### src/rtl/xc_mask_rng_sched.sv
// xc_mask_rng_sched
// Masking-randomness scheduler: a 32-bit Galois LFSR fills a small mask
// buffer, and two requesters (remask/arith-mask unit on port 0,
// bool/arith conversion on port 1) draw masks from it under round-robin
// arbitration.
//
// Optional feature macro: XC_MASK_RNG_RESEED_EN
//   defined   -> delivered masks are counted; after RESEED_LIMIT masks all
//                grants stop and reseed_req is raised until a new non-zero
//                seed is accepted.
//   undefined -> reseed_req is tied low and grants are unlimited.
//
// Handshake semantics: a transfer happens in any cycle where valid and
// ready are both high at the rising edge of g_clk. seed_ready is always 1,
// so seed_valid alone is a seed handshake. reqN_ready is combinational
// from reqN_valid and is only ever high when reqN_valid is high; the mask
// is valid on reqN_mask in exactly that cycle and reads 0 otherwise.
module xc_mask_rng_sched #(
    parameter int DEPTH        = 4,
    parameter int RESEED_LIMIT = 1024
) (
    input  logic                   g_clk,
    input  logic                   g_resetn,
    input  logic                   seed_valid,
    input  logic [31:0]            seed_data,
    output logic                   seed_ready,
    input  logic                   flush,
    input  logic                   req0_valid,
    output logic                   req0_ready,
    output logic [31:0]            req0_mask,
    input  logic                   req1_valid,
    output logic                   req1_ready,
    output logic [31:0]            req1_mask,
    output logic                   seeded,
    output logic                   reseed_req,
    output logic                   dbg_state,
    output logic [$clog2(DEPTH):0] dbg_count
);

    localparam int          PW   = $clog2(DEPTH);
    localparam int          CW   = PW + 1;
    localparam logic [31:0] POLY = 32'h0040_0007;

    typedef enum logic {
        ST_UNSEEDED = 1'b0,
        ST_RUN      = 1'b1
    } state_t;

    state_t          state;
    logic [31:0]     lfsr;
    logic [31:0]     lfsr_next;
    logic [31:0]     mem [DEPTH];
    logic [PW-1:0]   wr_ptr;
    logic [PW-1:0]   rd_ptr;
    logic [CW-1:0]   count;
    logic            prio;

    logic            seed_load;
    logic            is_run;
    logic            full;
    logic            empty;
    logic            limit_hit;
    logic            can_grant;
    logic            win0;
    logic            grant0;
    logic            grant1;
    logic            pop;
    logic            push;
    logic [31:0]     head;

    assign lfsr_next = {lfsr[30:0], 1'b0} ^ (lfsr[31] ? POLY : 32'h0);

    // A zero seed would lock the LFSR, so it is swallowed without effect.
    assign seed_load = seed_valid && (seed_data != 32'h0);
    assign is_run    = (state == ST_RUN);
    assign full      = (count == CW'(DEPTH));
    assign empty     = (count == '0);
    assign head      = mem[rd_ptr];

    // No grants while flushing or reseeding: those cycles discard the buffer.
    assign can_grant = is_run && !empty && !flush && !seed_load && !limit_hit;
    assign win0      = req0_valid && (!req1_valid || !prio);
    assign grant0    = can_grant && win0;
    assign grant1    = can_grant && req1_valid && !win0;
    assign pop       = grant0 || grant1;

    // The generator only produces while its output has somewhere to go.
    assign push      = is_run && !full && !seed_load;

    assign seed_ready = 1'b1;
    assign req0_ready = grant0;
    assign req1_ready = grant1;
    assign req0_mask  = grant0 ? head : 32'h0;
    assign req1_mask  = grant1 ? head : 32'h0;
    assign seeded     = is_run;
    assign dbg_state  = state;
    assign dbg_count  = count;

    // Control FSM with LFSR, buffer pointers/occupancy and arbitration pointer.
    always_ff @(posedge g_clk or negedge g_resetn) begin
        if (!g_resetn) begin
            state  <= ST_UNSEEDED;
            lfsr   <= 32'h0;
            wr_ptr <= '0;
            rd_ptr <= '0;
            count  <= '0;
            prio   <= 1'b0;
        end else begin
            if (seed_load) begin
                state  <= ST_RUN;
                lfsr   <= seed_data;
                wr_ptr <= '0;
                rd_ptr <= '0;
                count  <= '0;
            end else begin
                if (push) begin
                    lfsr <= lfsr_next;
                end
                if (flush) begin
                    wr_ptr <= '0;
                    rd_ptr <= '0;
                    count  <= '0;
                end else begin
                    if (push) begin
                        wr_ptr <= wr_ptr + PW'(1);
                    end
                    if (pop) begin
                        rd_ptr <= rd_ptr + PW'(1);
                    end
                    case ({push, pop})
                        2'b10:   count <= count + CW'(1);
                        2'b01:   count <= count - CW'(1);
                        default: count <= count;
                    endcase
                end
            end
            if (pop) begin
                // The winner yields priority to the other requester.
                prio <= grant0;
            end
        end
    end

    // Mask storage; contents are only meaningful below count, so no reset.
    always_ff @(posedge g_clk) begin
        if (push) begin
            mem[wr_ptr] <= lfsr;
        end
    end

`ifdef XC_MASK_RNG_RESEED_EN
    localparam int DW = $clog2(RESEED_LIMIT + 1);

    logic [DW-1:0] del_cnt;

    assign limit_hit  = (del_cnt == DW'(RESEED_LIMIT));
    assign reseed_req = limit_hit;

    // Count delivered masks; a valid seed restarts the budget.
    always_ff @(posedge g_clk or negedge g_resetn) begin
        if (!g_resetn) begin
            del_cnt <= '0;
        end else if (seed_load) begin
            del_cnt <= '0;
        end else if (pop) begin
            del_cnt <= del_cnt + DW'(1);
        end
    end
`else
    logic unused_reseed_limit;

    assign unused_reseed_limit = (RESEED_LIMIT > 0);
    assign limit_hit           = 1'b0;
    assign reseed_req          = 1'b0;
`endif

endmodule

### config.mk
export PLATFORM = sky130hd
export DESIGN_NAME = xc_mask_rng_sched
export DESIGN_NICKNAME = d
export VERILOG_FILES = /design/src/rtl/xc_mask_rng_sched.sv
export SDC_FILE = /design/constraint.sdc
export NUM_CORES = 1
export LEC_CHECK = 0
export ABC_AREA = 1
export CAP_MARGIN = 20
export CORE_MARGIN = 8
export CORE_UTILIZATION = 40
export CTS_BUF_LIST = sky130_fd_sc_hd__clkbuf_16
export DETAILED_ROUTE_END_ITERATION = 10
export PLACE_DENSITY_LB_ADDON = 0.1
export SETUP_SLACK_MARGIN = 0.15
export SYNTH_ARGS = -nofsm -noshare
export SYNTH_HDL_FRONTEND = slang
export SYNTH_SLANG_ARGS = --single-unit
### constraint.sdc
create_clock -name g_clk -period 8.9 [get_ports g_clk]
set_input_delay 1.335 -clock g_clk [delete_from_list [all_inputs] [get_ports g_clk]]
set_output_delay 1.335 -clock g_clk [all_outputs]
set_load 0.1 [all_outputs]
### Word level (Yosys, flattened, before mapping)

Memory sizes are Yosys's and may differ from the RTL's.
Cells that the tools add are included.

* memory bits (writable): 128
* bits of input ports: 38
* output and inout port bits: 73
* word-level logic and storage cells: 56
* memories: 1
* bits in registers: 41

Memories
* mem: words 4, bits a word 32, rd ports 1, clocked after memory_dff 0, write ports 1, line 52 `logic [31:0] mem [DEPTH];`

* multiplexer cells: 16
* reduce and logical (&&, ||, !) cells: 25
* bitwise operators: 1
* equal/unequal tests: 3
* $add $sub $neg: 4

Operators by type and width (number)
* two-way mux 32 bit: 4
* nonzero test 32 bit: 1
* XOR 32 x 23 -> 32 bit: 1
* two-way mux 23 bit: 1
* two-way mux 2 bit: 6
* logical AND 1 bit: 10
* zero test 1 bit: 7
* two-way mux 3 bit: 2
* case mux 3 bit (2 select lines): 1
* nonzero test 3 bit: 2
* adder 2 x 1 -> 2 bit, second input constant: 2
* nonzero test 4 bit: 1
* adder 3 x 1 -> 3 bit, second input constant: 1
* equality test 3 bit, second input constant: 1
* zero test 3 bit: 1
* subtractor 3 x 1 -> 3 bit, second input constant: 1
* equality test 2 x 1 -> 1 bit, second input constant: 1
* equality test 2 bit, second input constant: 1
* logical OR 1 bit: 2
* two-way mux 1 bit: 2
* nonzero test 2 bit: 1

### Longest topological paths before layout

* depth after elaboration: 12
* gate-level depth with buffers: 15
* gate-level depth less buffers: 15

### Worst setup path after synthesis

OpenSTA, ideal clock, no wires.

* kind: input to output
* start point: in seed_data[10]
* end point: out req0_mask[23]
* stages on the path: 8
* required time: 7.565 ns
* data arrival time: 3.543 ns
* path slack: 4.022 ns
* buffers on the path: 1
* cells stage by stage: nor2_1 > nand2_1 > nor2_1 > nand2_1 > o21ai_4 > nand3_2 > clkbuf_1 > nor2_1

* cells in the longest elaborated chain, start to end: 6

RTL lines
* start, declared: line 25 `input logic [31:0] seed_data,`
* nonzero test 32 bit: line 74 `assign seed_load = seed_valid && (seed_data != 32'h0);`
* logical AND 1 bit: line 74
* zero test 1 bit: line 81 `assign can_grant = is_run && !empty && !flush && !seed_load && !limit_hit;`
* logical AND 1 bit: line 81
* logical AND 1 bit: line 83 `assign grant0 = can_grant && win0;`
* two-way mux 32 bit: line 93 `assign req0_mask = grant0 ? head : 32'h0;`
* end, declared: line 30 `output logic [31:0] req0_mask,`

No other way between the ends.

### Worst setup path in the final report

* start point: in seed_data[13]
* end point: out req1_mask[25]

* cells in the longest elaborated chain, start to end: 7

RTL lines
* nonzero test 32 bit: line 74
* logical AND 1 bit: line 74
* zero test 1 bit: line 81
* logical AND 1 bit: line 81
* logical AND 1 bit (2 in series): line 84 `assign grant1 = can_grant && req1_valid && !win0;`
* two-way mux 32 bit: line 94 `assign req1_mask = grant1 ? head : 32'h0;`
* end, declared: line 33 `output logic [31:0] req1_mask,`

No other way between the ends.

==> metrics.md <==
| Metric | Value |
|---|---|
| RSZ-0062 raised after global routing | no |
| Drt first pass iters | 5 |
| CTS buffer count | 17 |
| I/O pin cnt | roughly 110 |
| Max transition margin | 0.333 |
| Total track usage | 0.161 |
| CTS tree | done |
| Initial Util | 0.405 |
| Post-synth top area share | 0.532 |
| Routed Antenna Nets | 0 |
| GR Util met2 | 0.280 |
| Worst R2R End | dbg_count[1] |
| Synth Warn # | 0 |
| DIE WIDTH | 150 um |
| Final WS setup | approximately 2800 ps |
| Worst skew pair latency | roughly 420 ps |
| Max_cap viols | 0 |
| Number of port buffers | roughly 110 |
| Final Hold Viols | 0 |
| Placement Setup Slack | 2460 ps |
| DR WL/cell | about 18 um |
| Synth-to-layout area growth | 25.5% |
| Clock Skew | 10.8 ps |
| DRC violations left | 0 |
| Antenna Cells | 0 |
| Drt via density | slightly above 5 |
| Synth Net Count | between 700 and 800 |
| Share of cells above drive strength 1 | 0.0660 |
| Most numerous cell in the Yosys netlist | nand2_1 |
| Total gr overflow | 0 |
| Total power | 1750 uW |
| Slew Limit Fails | 0 |
| Setup violators final | 0 |
| Met1 usage | 0.199 |
| Synthesized area per cell | around 11 um^2 |
| Hold depth | 2 |
| Tcrit/Tclk final | 0.686 |
| Status | finished, final reports clean |
| Fillers | approximately 1,600 |
| Core Area | ~0.018 mm^2 |
| Routing usage on met3 | 0.0280 |
| Post-synthesis async set-or-reset flop share | 0.243 |
| R2R Path Start | dbg_count[0] |
| Hold path endpoint | prio |
| GR peak layer | met2 |
| Final Routed Wirelength | roughly 18 mm |
| Critical path startpoint category | input port |
| Antenna violations before repair | 0 |
| CTS Sinks | ~170 |
| Max Fclk | 164 MHz |
| CTS root buf | clkbuf_16 |
| Max FO, Critical Path | 18 |
| R2r worst-path depth | 11 |
| DIE AREA | between 0.02 and 0.025 mm^2 |
| Post-cts hold buffer count | 0 |
| Min-delay worst type | flip-flop to flip-flop |
| Arrival time at the worst endpoint | between 4000 and 5000 ps |
| Dpl hpwl | ~10 mm |
| H-tree lvl count | 4 |
| Post-synthesis register bit count | 169 |
| First-pass GRT wire length | approximately 28 mm |
| Worst Setup End Kind | output port |
| Sequential cell area fraction in the yosys report | 0.674 |
| Post-synth top area cell | edfxtp_1 |
| Register area | approximately 0.0049 mm^2 |
| R2R setup slack | between 5000 and 6000 ps |
| Unique masters post-synth | 31 |
| Setup TNS | 0 ps |
| Worst endpoint required time | around 7600 ps |
| Worst setup path category | input port to output port |
| # resized after CTS | 0 |
| Placement Cell Area | between 0.008 and 0.009 mm^2 |
| VDD IR max | 0.136 mV |
| Least-Margin Pin Slew | 998 ps |
| Leakage | 0.00345 uW |
| Max clock buf depth | 2 |
| Largest net degree at the start of global routing | 67 |
| Post-Syn Instances | 664 |
| # nets final | about 800 |
| Main flop type after synthesis | edfxtp_1 |
| Area of the multi-input gates | 0.00211 mm^2 |
| Most frequent cells after synthesis | nand2_1 (214), edfxtp_1 (128), nor2_1 (93) |
| Synth top area cells | edfxtp_1 (53%), dfrtp_1 (14%), nand2_1 (11%), nor2_1 (4.8%), a32o_1 (4.4%) |
| Post-CTS Setup Bufs | 0 |
| Number of global-route vias before repair | about 5,000 |
| Min-Delay Startpoint | prio |
| Rows | between 40 and 50 |
| GPL Wtd Cong | between 0.7 and 0.8 |
| Vias | between 5,000 and 6,000 |
| Syn Std Cell Area | ~0.0072 mm^2 |
| EDFF count, synth | between 100 and 150 |
| Initial DRC count | roughly 290 |
| Min cycle time layout | approximately 6000 ps |
| Post-route cell area | 0.00906 mm^2 |
| Clk slew on worst S/H paths | about 60 ps |
| Die Height | 150 um |
| Power per cell area | between 150 and 200 mW/mm^2 |
-- critical path, cell delays in order --
cell	delay (ps)
clkdlybuf4s50_1	460
nor2_1	120
nand2_1	60
nor2_1	170
nand2_1	120
o21ai_4	290
nand4_2	570
buf_16	390
nor2_1	100
clkdlybuf4s50_1	1140
-- cells by family after synthesis --
family,Yosys count,share of synthesized area
AND/OR/NAND/NOR,348,0.192
flip-flops,169,0.674
AO/OA/AOI/OAI,75,0.0772
buffers and inverters,59,0.0379
adder cells (fa/ha/maj),6,0.0114
XOR/XNOR,5,0.00606
other,2,0.00104
-- state kept, by name, indices dropped and copies added, names as in the netlist --
register   flops
prio           1
rd_ptr         2
dbg_state      1
lfsr          32
wr_ptr         2
mem          128
dbg_count      3
-- stage by stage --
step	instances	util	hold WS (ps)
2_1_floorplan	664	-	442
3_3_place_gp	968	0.475	455
3_5_place_dp	969	0.476	463
4_1_cts	1001	0.506	479
5_1_grt	1002	0.508	536
6_report	1002	0.508	478
-- metal layers --
metal | part of all wire | wire length, um | up-vias
met3 | 0.047 | 820 | 13
met4 | 0.011 | 187 | 0
met5 | 0 | 0 | -
met1 | 0.44 | 7780 | 2495
met2 | 0.50 | 8790 | 110
li1 | - | - | 2462
-- where the power goes --
group	switching, uW	internal, uW
Sequential	27.7	899
Combinational	90.1	50.1
Clock	279	402
Total	396	1350
-- worst max-delay path by stage --
stage / to / cells past startpoint / startpoint / slack (ps)
after CTS: req1_mask[6] / 9 / seed_data[10] / 2450
final: req1_mask[25] / 10 / seed_data[13] / 2800
after global routing: req0_mask[22] / 9 / seed_data[10] / 2480
after global placement: req1_mask[22] / 9 / seed_data[10] / 2590
after floorplan: req0_mask[23] / 8 / seed_data[10] / 4020
after detailed placement: req1_mask[6] / 9 / seed_data[10] / 2460
-- final cells by class --
type | instances | share of cell area
multi-input cells | 436 | 0.233
inverters | 19 | 0.00814
well taps | 229 | 0.0316
clock buffers | 17 | 0.0469
flip-flops and latches | 169 | 0.538
repair buffers | 117 | 0.130
clock inverters | 15 | 0.0131
-- cells in the final DEF (no fill, tap or decap), types with 2 or more instances in the layout --
cell type,netlist,final
nand2_1,214,214
edfxtp_1,128,128
clkdlybuf4s50_1,0,107
nor2_1,93,89
dfrtp_1,41,39
a21oi_1,37,37
nand3_1,34,34
a32o_1,32,32
inv_1,15,17
clkbuf_16,0,17
buf_4,5,7
nor2_4,2,6
clkinv_1,0,6
ha_1,5,5
inv_2,3,4
xor2_1,4,4
o2111ai_1,2,2
conb_1,2,2
bufinv_16,0,2
clkinv_2,0,2
clkinvlp_4,0,2
dfrtp_2,0,2
No activity file was read; power rests on OpenSTA's default activity.
